[src/rtl/uart_tx_arbiter.sv]
// rtl/uart_tx_arbiter.sv - round-robin packet arbiter sharing one UART TX byte interface
module uart_tx_arbiter #(
  parameter int N_REQ   = 4,
  parameter int DW      = 8,
  parameter int TIMEOUT = 1000
) (
  input  logic               i_clk,
  input  logic               i_rst,
  input  logic [N_REQ-1:0]    i_req,
  input  logic [N_REQ*DW-1:0] i_data,
  input  logic [N_REQ-1:0]    i_last,
  output logic [N_REQ-1:0]    o_ack,
  output logic [N_REQ-1:0]    o_grant,
  output logic                o_busy,
  output logic                o_abort,
  output logic                o_tx_valid,
  output logic [DW-1:0]       o_tx_data,
  input  logic                i_tx_ready
);

  localparam int PW = (N_REQ > 1) ? $clog2(N_REQ) : 1;
  localparam int CW = $clog2(TIMEOUT);

  typedef enum logic {IDLE, OWN} state_t;

  state_t           state_q, state_d;
  logic [PW-1:0]    ptr_q, ptr_d;
  logic [CW-1:0]    cnt_q, cnt_d;
  logic [N_REQ-1:0] grant_d;
  logic             busy_d, abort_d;

  logic [PW-1:0]    own_idx, next_ptr, pick_idx;
  logic             pick_found, owner_req, owner_last, ack_fire;

  always_comb begin
    own_idx = '0;
    for (int i = 0; i < N_REQ; i++) begin
      if (o_grant[i]) own_idx = PW'(i);
    end
  end

  assign next_ptr = (own_idx == PW'(N_REQ-1)) ? '0 : own_idx + 1'b1;

  // Scan requesters starting at ptr so the last owner goes to the back of the line
  always_comb begin
    pick_found = 1'b0;
    pick_idx   = '0;
    for (int i = 0; i < N_REQ; i++) begin
      if (!pick_found && i_req[(int'(ptr_q) + i) % N_REQ]) begin
        pick_found = 1'b1;
        pick_idx   = PW'((int'(ptr_q) + i) % N_REQ);
      end
    end
  end

  assign owner_req  = |(o_grant & i_req);
  assign owner_last = |(o_grant & i_last);
  assign o_tx_valid = (state_q == OWN) && owner_req;
  assign o_tx_data  = o_tx_valid ? i_data[int'(own_idx)*DW +: DW] : '0;
  assign ack_fire   = o_tx_valid && i_tx_ready;
  assign o_ack      = ack_fire ? o_grant : '0;

  always_comb begin
    state_d = state_q;
    ptr_d   = ptr_q;
    cnt_d   = cnt_q;
    grant_d = o_grant;
    busy_d  = o_busy;
    abort_d = 1'b0;
    case (state_q)
      IDLE: begin
        cnt_d = '0;
        if (pick_found) begin
          grant_d = {{(N_REQ-1){1'b0}}, 1'b1} << pick_idx;
          busy_d  = 1'b1;
          state_d = OWN;
        end
      end
      OWN: begin
        if (ack_fire) begin
          cnt_d = '0;
          if (owner_last) begin
            grant_d = '0;
            busy_d  = 1'b0;
            ptr_d   = next_ptr;
            state_d = IDLE;
          end
        end else if (owner_req) begin
          cnt_d = '0;
        end else if (cnt_q == CW'(TIMEOUT-1)) begin
          // Owner stalled for TIMEOUT cycles: revoke and move on
          grant_d = '0;
          busy_d  = 1'b0;
          ptr_d   = next_ptr;
          abort_d = 1'b1;
          cnt_d   = '0;
          state_d = IDLE;
        end else if (cnt_q != '1) begin
          cnt_d = cnt_q + 1'b1;
        end
      end
      default: state_d = IDLE;
    endcase
  end

  always_ff @(posedge i_clk or posedge i_rst) begin
    if (i_rst) begin
      state_q <= IDLE;
      ptr_q   <= '0;
      cnt_q   <= '0;
      o_grant <= '0;
      o_busy  <= 1'b0;
      o_abort <= 1'b0;
    end else begin
      state_q <= state_d;
      ptr_q   <= ptr_d;
      cnt_q   <= cnt_d;
      o_grant <= grant_d;
      o_busy  <= busy_d;
      o_abort <= abort_d;
    end
  end

endmodule

[config.mk]
export PLATFORM = sky130hd
export DESIGN_NAME = uart_tx_arbiter
export DESIGN_NICKNAME = d
export VERILOG_FILES = /design/src/rtl/uart_tx_arbiter.sv
export SDC_FILE = /design/constraint.sdc
export NUM_CORES = 1
export LEC_CHECK = 0
export BUFFER_PORTS_ARGS = -buffer_cell sky130_fd_sc_hd__buf_4
export CAP_MARGIN = 40
export CORE_ASPECT_RATIO = 1.75
export CORE_MARGIN = 10
export CORE_UTILIZATION = 38
export CTS_CLUSTER_SIZE = 14
export DETAILED_ROUTE_END_ITERATION = 7
export PLACE_DENSITY = 0.67
export SYNTH_ARGS = -nofsm -noshare
export SYNTH_HDL_FRONTEND = slang
export SYNTH_SLANG_ARGS = --single-unit
[constraint.sdc]
create_clock -name i_clk -period 5.9 [get_ports i_clk]
set_clock_uncertainty 0.2 [all_clocks]
set_input_delay 1.475 -clock i_clk [delete_from_list [all_inputs] [get_ports i_clk]]
set_output_delay 1.475 -clock i_clk [all_outputs]
set_load 0.1 [all_outputs]
Word-level counts from Yosys, hierarchy flattened
Index checks and enable logic that the tools add are counted.
{"block": "totals", "register_bits": 19, "latchBits": 0, "mem_bits_rw": 0, "rom_bits": 0, "in_bits": 43, "out_inout_bits": 19, "word_cells": 105, "n_memories": 0}
{"block": "classes", "add_sub_neg": 5, "mul": 0, "div": 0, "magnitude_cmp": 4, "eq_ne": 10, "shift": 2, "n_mux": 56, "bitwise_logic": 6, "n_reduce_logical": 16}
{"cell": "$mux 10", "count": 4}
{"cell": "$shiftx 32x6->8", "count": 1}
{"cell": "$mux 1", "count": 26}
{"cell": "$mux 4", "count": 6}
{"cell": "$mux 2", "count": 11}
{"cell": "$pmux 10 s2", "count": 1}
{"cell": "$lt 3x4->1 const B", "count": 3}
{"cell": "$add 10x1->10 const B", "count": 1}
{"cell": "$eq 10x10->1 const B", "count": 1}
{"cell": "$ne 10x10->1 const B", "count": 1}
{"cell": "$and 4x4->4", "count": 2}
{"cell": "$bmux 1 s2", "count": 4}
{"cell": "$mux 8", "count": 1}
{"cell": "$pmux 4 s2", "count": 1}
{"cell": "$reduce_and 4->1", "count": 2}
{"cell": "$reduce_or 4->1", "count": 2}
{"cell": "$reduce_or 2->1", "count": 3}
{"cell": "$logic_and 1x1->1", "count": 5}
{"cell": "$ne 5x1->1 const B", "count": 1}
{"cell": "$add 2x1->2 const B", "count": 2}
{"cell": "$add 2x2->2 const B", "count": 2}
{"cell": "$ne 2x2->1 const B", "count": 2}
{"cell": "$pmux 1 s2", "count": 2}
{"cell": "$shl 1x2->4 const A", "count": 1}
{"cell": "10 further kinds", "count": 14}

Logic depth before layout (Yosys ltp)
Gate-level depths: netlist (run 1).
{"block": "depth", "ltp_word": 17, "ltp_mapped": 7, "mapped_depth_nobuf": 6}

Worst setup path after synthesis (run 1)
No wires, ideal clock.
{"block": "synth_path", "path_type": "input-to-output", "from": "input i_req[0]", "to": "output o_ack[2]", "arrival_ns": 3.765, "required_ns": 4.225, "slack_ns": 0.460, "cell_stages": 4, "n_path_buf": 1, "path_cell_list": "a22oi_1 -> a21oi_1 -> clkbuf_1 -> and3_1"}
{"block": "synth_via", "elab_chain_cells": 5}
{"element": "start: declaration", "line": "9", "source": "input logic [N_REQ-1:0] i_req,"}
{"element": "$and 4x4->4", "line": "56", "source": "assign owner_req = |(o_grant & i_req);"}
{"element": "$reduce_or 4->1", "line": "56"}
{"element": "$logic_and 1x1->1", "line": "58", "source": "assign o_tx_valid = (state_q == OWN) && owner_req;"}
{"element": "named net o_tx_valid", "line": "16", "source": "output logic o_tx_valid,"}
{"element": "$logic_and 1x1->1", "line": "60", "source": "assign ack_fire = o_tx_valid && i_tx_ready;"}
{"element": "$mux 4", "line": "61", "source": "assign o_ack = ack_fire ? o_grant : '0;"}
{"element": "end: declaration", "line": "12", "source": "output logic [N_REQ-1:0] o_ack,"}
The timed path passes the listed nets, and every way through them passes these cells.

Final worst setup path (run 1)
{"block": "layout_path", "from": "input i_req[2]", "to": "output o_ack[0]"}
{"block": "layout_via", "elab_chain_cells": 5}
{"element": "$and 4x4->4", "line": "56"}
{"element": "$reduce_or 4->1", "line": "56"}
{"element": "$logic_and 1x1->1", "line": "58"}
{"element": "$logic_and 1x1->1", "line": "60"}
{"element": "$mux 4", "line": "61"}
No other way between the ends.

==> impl_metrics.yaml, run 1 <==
run_status:
  status: "completed"
cts:
  clock_latency_of_the_later_clocked_register_in_the_worst_skew_pair_ns: 0.26
  cts.reportedPaths.clkPinSlew_ns: 0.06
  cts_sinks: 19
  post_cts_hold_buffer_count: 0
  cts_setup_buffers: 0
  cts_tree: "done"
  cts.path.max_buffers: 2
  tritoncts.num_buffers: 3
  cts-htree-levels: 1
  post_cts_gate_resize_count: 0
  cts_root_buffer: "sky130_fd_sc_hd__clkbuf_8"
logic_synthesis:
  post_synth_inst_count: 168
  yosysTopAreaCell: "sky130_fd_sc_hd__dfrtp_1"
  yosys_reg_bits: 19
  synthesis.area_per_instance_um2: 8.16
  number_of_synthesized_flops_with_an_enable_pin: 0
  yosysUniqueCellTypes: 40
  syn_nets: 212
  synth-main-ff-cell: "sky130_fd_sc_hd__dfrtp_1"
  synth_largest_type_area_fraction: 0.347
  synth-seq-area-share: 0.347
  synth_top_cells_by_area: "sky130_fd_sc_hd__dfrtp_1 (35%), sky130_fd_sc_hd__mux2i_1 (8.8%), sky130_fd_sc_hd__nor2_1 (5.8%), sky130_fd_sc_hd__a21oi_1 (5.1%), sky130_fd_sc_hd__o21ai_0 (4.7%)"
  netlist_area_um2: 1370
  async_flop_share: 1.00
  ys_warns: 0
floorplanning:
  die_y_um: 99.4
  initial_core_util: 0.399
  rows: 28
  coreArea_um2: 3430
  io_pins: 62
  die_area_um2: 6500
  fp.dieW_um: 65.4
critical_path:
  critical_path_buf_inv_count: 2
  worst_setup_path_startpoint: "i_req[2]"
  critical_path_peak_fanout: 14
  worst_setup_path_start_kind: "input pin"
  top_cell_by_count_worst_path: "sky130_fd_sc_hd__buf_4"
  reg2reg_depth: 5
  crit_chain: "buf_4 -> a22oi_1 -> a21oi_1 -> and3_1 -> buf_4"
  cp.depth: 5
  worst-endpoint-arrival_ns: 2.96
  critPathCaptureType: "primary output"
  r2r_setup_slack_ns: 3.32
  reg2reg_from: "o_grant[2]"
  slowest_stage: "sky130_fd_sc_hd__a21oi_1"
  worst-setup-path-type: "input pin to primary output"
  worst_path_largest_cell_delay_ns: 0.73
  critical_path_required_ns: 4.22
  largest_delay_contributor_family_on_the_critical_path: "compound AO/OA/AOI/OAI gates"
global_routing:
  grt_first_pass_wirelength_mm: 6.53
  globalRouteOverflowTotal: 0
  grt_start_max_net_pins: 24
  first_global_vias: 1368
  gr-usage-all-layers: 0.121
  grt_antenna_before_repair: 0
power_and_ir_drop:
  seq_power_share: 0.256
  internal-power_w: 0.000372
  power.net_switching_w: 0.000511
  p_leak_nw: 0.904
  power_density_nw_per_um2: 471
  vdd_drop_max_mv: 0.269
  share_clk_of_total_power: 0.102
  share_comb_of_total_power: 0.642
  finalPower_w: 0.000883
  sw_frac_of_total: 0.579
finish:
  drive_above_1_share: 0.326
  nFillCells: 352
  final_core_utilization: 0.547
  final_net_count: 269
  area_growth_syn_to_layout_pct: 37.0
  n_antenna_cell: 0
min_path:
  hold_crit_depth: 2
  min_from: "o_busy"
  holdCritPathClass: "register to register"
sta:
  timing.slew.headroom: 0.440
  fin_crit_sh: 0.785
  max_freq_ghz: 0.216
  worst_slew_pin_slew_ns: 0.840
  maxSlewViolCount: 0
  finalWorstPathRequiredPeriod_ns: 4.63
  final.setup.worst_slack_ns: 1.27
  rsz_0062_raised_after_global_routing: "no"
  number_of_endpoints_failing_setup_at_the_final_stage: 0
  report.final.hold_viol_count: 0
  fin_tns_setup_ns: 0
drt:
  drt_first_iter_violations: 87
  route.final.wire_length_mm: 4.10
  post_drt_via_cell_ratio: 5.27
  vias: 1418
  drtAntennaViolNets: 0
  detail_route.wl_per_cell_um: 15.3
  remaining_drc_errors: 0
  dr.pass1.iters: 4
placed_design:
  post-place-ws_ns: 1.28
  gpl.final_weighted_congestion: 0.768
  detailed_place_hpwl_mm: 3.26
  port_buffers: 61
flow_run:
  maxCapViolCount: 0
==> sequential cells by signal, indices dropped and copies added, names as in the netlist <==
name	count
cnt_q	10
ptr_q	2
o_busy	1
o_grant	4
o_abort	1
state_q	1
==> power by group through the flow <==
| stage | Clock [W] | Combinational, W | Sequential, W |
|---|---|---|---|
| after floorplan | 0 | 0.000423 | 0.000262 |
| after global placement | 0 | 0.000569 | 0.000229 |
| after detailed placement | 0 | 0.000571 | 0.000229 |
| after CTS | 0.0000927 | 0.000572 | 0.000227 |
| after global routing | 0.0000959 | 0.000608 | 0.000235 |
| final | 0.0000899 | 0.000567 | 0.000226 |
==> worst paths after layout <==
path | endpoint
worst max-delay path | o_ack[0]
worst min-delay path | o_busy
worst max register to register | o_grant[1]
worst min register to register | o_busy
max in group asynchronous | cnt_q[4]
min in group asynchronous | cnt_q[5]
==> placed cells by master (no fill, tap or decap) <==
cell / count
sky130_fd_sc_hd__nand2b_1: 2
sky130_fd_sc_hd__a21bo_2: 1
sky130_fd_sc_hd__xnor2_1: 2
sky130_fd_sc_hd__dfrtp_1: 19
sky130_fd_sc_hd__nor4_1: 1
sky130_fd_sc_hd__a31oi_1: 2
sky130_fd_sc_hd__o22a_1: 1
sky130_fd_sc_hd__nand4_1: 2
sky130_fd_sc_hd__ha_1: 1
sky130_fd_sc_hd__nor2_1: 21
sky130_fd_sc_hd__a22o_1: 4
sky130_fd_sc_hd__and2_1: 8
sky130_fd_sc_hd__clkbuf_8: 3
sky130_fd_sc_hd__a21oi_1: 14
sky130_fd_sc_hd__inv_1: 7
sky130_fd_sc_hd__a32o_1: 2
sky130_fd_sc_hd__o21a_1: 2
sky130_fd_sc_hd__and3_1: 5
sky130_fd_sc_hd__buf_4: 61
sky130_fd_sc_hd__o22ai_1: 2
sky130_fd_sc_hd__o21bai_1: 1
sky130_fd_sc_hd__clkinv_2: 1
sky130_fd_sc_hd__a211oi_1: 2
sky130_fd_sc_hd__nor2b_1: 2
sky130_fd_sc_hd__and2_4: 1
sky130_fd_sc_hd__nand2_1: 11
sky130_fd_sc_hd__mux2i_1: 12
sky130_fd_sc_hd__nor3b_1: 2
sky130_fd_sc_hd__and3_2: 2
sky130_fd_sc_hd__xor2_1: 1
sky130_fd_sc_hd__a22oi_1: 3
sky130_fd_sc_hd__o21ai_2: 1
sky130_fd_sc_hd__or4_4: 1
sky130_fd_sc_hd__nor3_1: 4
sky130_fd_sc_hd__o21ai_0: 13
sky130_fd_sc_hd__nand3_1: 5
sky130_fd_sc_hd__or2_2: 2
==> per-stage QoR <==
stage,cells,cell area [um2],hold WS [ns]
after floorplan,168,1370,0.309
after global placement,265,1830,0.337
after detailed placement,265,1830,0.334
after CTS,269,1880,0.349
after global routing,269,1880,0.407
final,269,1880,0.340
==> worst register-to-register path, stage by stage, from the launching register on <==
cell and delay [ns]:
sky130_fd_sc_hd__dfrtp_1 0.81, sky130_fd_sc_hd__a22oi_1 0.26, sky130_fd_sc_hd__a21oi_1 0.73, sky130_fd_sc_hd__a22oi_1 0.22
sky130_fd_sc_hd__o21ai_2 0.14, sky130_fd_sc_hd__a32o_1 0.16
==> final cells by class <==
class	count	area, um2	area share
clock buffer	3	41.3	0.0220
sequential	19	475	0.253
clock inverter	1	5.00	0.00267
inverter	7	26.3	0.0140
timing repair buffer	61	458	0.244
tap	45	56.3	0.0300
multi-input combinational	133	815	0.434
==> layer usage <==
layer / up-vias / share of wire / global-route usage
met4: 0 / 0.012 / 0.0430
met5: - / 0 / 0
li1: 709 / - / -
met1: 654 / 0.44 / 0.139
met3: 5 / 0.085 / 0.0382
met2: 50 / 0.46 / 0.204
==> logic make-up after synthesis <==
family          after synthesis  synth area share
simple gates                 69             0.258
fa+ha+maj                     1           0.00913
buf+inv                      16            0.0584
compound gates               48             0.221
xor+xnor                      3            0.0192
mux                          12            0.0877
flops                        19             0.347
==> cell usage after synthesis, types with 3 or more instances <==
cell type	n
sky130_fd_sc_hd__clkbuf_1	3
sky130_fd_sc_hd__nor2_1	21
sky130_fd_sc_hd__a22o_1	4
sky130_fd_sc_hd__and2_1	8
sky130_fd_sc_hd__a21oi_1	14
sky130_fd_sc_hd__nand3_1	5
sky130_fd_sc_hd__dfrtp_1	19
sky130_fd_sc_hd__inv_1	7
sky130_fd_sc_hd__o21ai_0	13
sky130_fd_sc_hd__a22oi_1	3
sky130_fd_sc_hd__nor3_1	4
sky130_fd_sc_hd__mux2i_1	12
sky130_fd_sc_hd__and3_1	5
sky130_fd_sc_hd__nand2_1	11
Note: power is estimated with default switching activity, not from simulation.
==> run 2, diff against run 1 <==
==> constraint.sdc (replaced) <==
create_clock -name i_clk -period 4.8 [get_ports i_clk]
set_clock_uncertainty 0.2 [all_clocks]
set_input_delay 1.2 -clock i_clk [delete_from_list [all_inputs] [get_ports i_clk]]
set_output_delay 1.2 -clock i_clk [all_outputs]
set_load 0.1 [all_outputs]
==> run 2 against run 1 <==
Worst hold slack improved by 0.026 ns. Cell count rose by 0.74%. Critical path depth rose by 1. Setup slack got worse by 0.16 ns. Routed wire length rose by 2.9%. First-iteration DRC count fell by 21%. Sequential share of layout area fell by 0.20 points. Register-to-register slack got worse by 0.70 ns. Combinational power rose by 28%. Sequential power rose by 16%. Critical endpoint unchanged. Largest cell class unchanged.
==> impl_metrics.yaml, run 2 (same netlist as run 1, synthesis figures left out) <==
run_status:
  status: "completed"
critical_path:
  critPathCaptureType: "primary output"
  worst-endpoint-arrival_ns: 2.30
  worst_setup_path_start_kind: "input pin"
  worst-setup-path-type: "input pin to primary output"
  critical_path_required_ns: 3.40
  critical_path_peak_fanout: 14
finish:
  largestRegisters: "cnt_q (10), o_grant (4), ptr_q (2)"
  final_net_count: 271
  top_register: "cnt_q"
  drive_above_1_share: 0.332
  commonest_non_fill_non_tap_cell_in_the_layout: "sky130_fd_sc_hd__buf_4"
  area_growth_syn_to_layout_pct: 38.1
  largest_reg_flops: 10
  n_antenna_cell: 0
  layout.cells.non_filler: 271
  final_cell_mix: "sky130_fd_sc_hd__buf_4 (63), sky130_fd_sc_hd__nor2_1 (21), sky130_fd_sc_hd__dfrtp_1 (19)"
global_routing:
  gr-usage-all-layers: 0.121
  grt_antenna_before_repair: 0
  grt_start_max_net_pins: 24
  first_global_vias: 1333
  globalRouteOverflowTotal: 0
  grt_first_pass_wirelength_mm: 6.40
cts:
  cts_root_buffer: "sky130_fd_sc_hd__clkbuf_8"
  post_cts_hold_buffer_count: 0
  clock_latency_of_the_later_clocked_register_in_the_worst_skew_pair_ns: 0.26
  cts.reportedPaths.clkPinSlew_ns: 0.07
  cts_tree: "done"
  cts_setup_buffers: 0
  tritoncts.num_buffers: 3
  cts-htree-levels: 1
  cts_sinks: 19
  post_cts_gate_resize_count: 0
  cts.path.max_buffers: 2
power_and_ir_drop:
  power_density_nw_per_um2: 583
  vdd_drop_max_mv: 0.387
  p_leak_nw: 0.914
placed_design:
  gpl.final_weighted_congestion: 0.782
  placed_cells_incl_taps: 267
  port_buffers: 61
  detailed_place_hpwl_mm: 3.36
floorplanning:
  initial_core_util: 0.399
  die_area_um2: 6500
  rows: 28
  coreArea_um2: 3430
  io_pins: 62
  fp.dieW_um: 65.4
  die_y_um: 99.4
sta:
  number_of_endpoints_failing_setup_at_the_final_stage: 0
  max_freq_ghz: 0.271
  timing.slew.headroom: 0.504
  report.final.hold_viol_count: 0
  finalWorstPathRequiredPeriod_ns: 3.70
  maxSlewViolCount: 0
  worst_slew_pin_slew_ns: 0.738
  rsz_0062_raised_after_global_routing: "no"
  fin_crit_sh: 0.770
  fin_tns_setup_ns: 0
drt:
  post_drt_via_cell_ratio: 5.26
  drtAntennaViolNets: 0
  remaining_drc_errors: 0
  route.final.wire_length_mm: 4.22
  drt_first_iter_violations: 69
  vias: 1425
  detail_route.wl_per_cell_um: 15.6
  dr.pass1.iters: 4
flow_run:
  maxCapViolCount: 0
min_path:
  holdCritPathClass: "register to register"
-- run 2: worst paths after layout --
path / from / endpoint / slack (ns) / cells past startpoint
min in group asynchronous: i_rst / o_busy / 0.85 / 2
setup reg to reg: cnt_q[0] / ptr_q[1] / 2.62 / 6
hold / removal: o_busy / o_busy / 0.37 / 2
hold reg to reg: o_busy / o_busy / 0.37 / 2
setup / recovery: i_req[0] / o_ack[0] / 1.10 / 6
max in group asynchronous: i_rst / cnt_q[1] / 3.09 / 2
-- run 2: power by group --
group	switching [W]	total, W	internal, W	leakage [nW]
clock network	0.0000550	0.000113	0.0000578	0.0255
logic	0.000516	0.000727	0.000211	0.642
registers	0.0000661	0.000263	0.000197	0.247
-- run 2: per-layer routing --
layer	up-vias	GRT usage	share of wire
met5	-	0	0
met4	0	0.0497	0.018
met3	7	0.0393	0.080
met2	56	0.210	0.48
met1	647	0.129	0.43
li1	715	-	-
-- run 2: final cells by class --
class / instances / area (um2)
Timing Repair Buffer: 63 / 473
Clock inverter: 1 / 5.00
Fill cell: 354 / 1540
Sequential cell: 19 / 475
Multi-Input combinational cell: 133 / 815
Clock buffer: 3 / 41.3
Tap cell: 45 / 56.3
Inverter: 7 / 26.3
-- run 2: critical path, stage by stage --
cell	delay, ns
sky130_fd_sc_hd__buf_4	0.13
sky130_fd_sc_hd__a22oi_1	0.26
sky130_fd_sc_hd__a21oi_1	0.10
sky130_fd_sc_hd__buf_4	0.18
sky130_fd_sc_hd__and3_1	0.18
sky130_fd_sc_hd__buf_4	0.23
-- run 2: metrics by stage --
stage	instance area [um2]	setup WS (ns)	hold WS [ns]	power (W)	util
detailed placement	1850	1.10	0.352	0.000996	0.538
global route	1890	1.03	0.402	0.00117	0.551
finish	1890	1.10	0.366	0.00110	0.551
global placement	1850	1.14	0.337	0.000991	0.538
CTS	1890	1.10	0.368	0.00111	0.551
floorplan	1370	0.380	0.309	0.000842	-
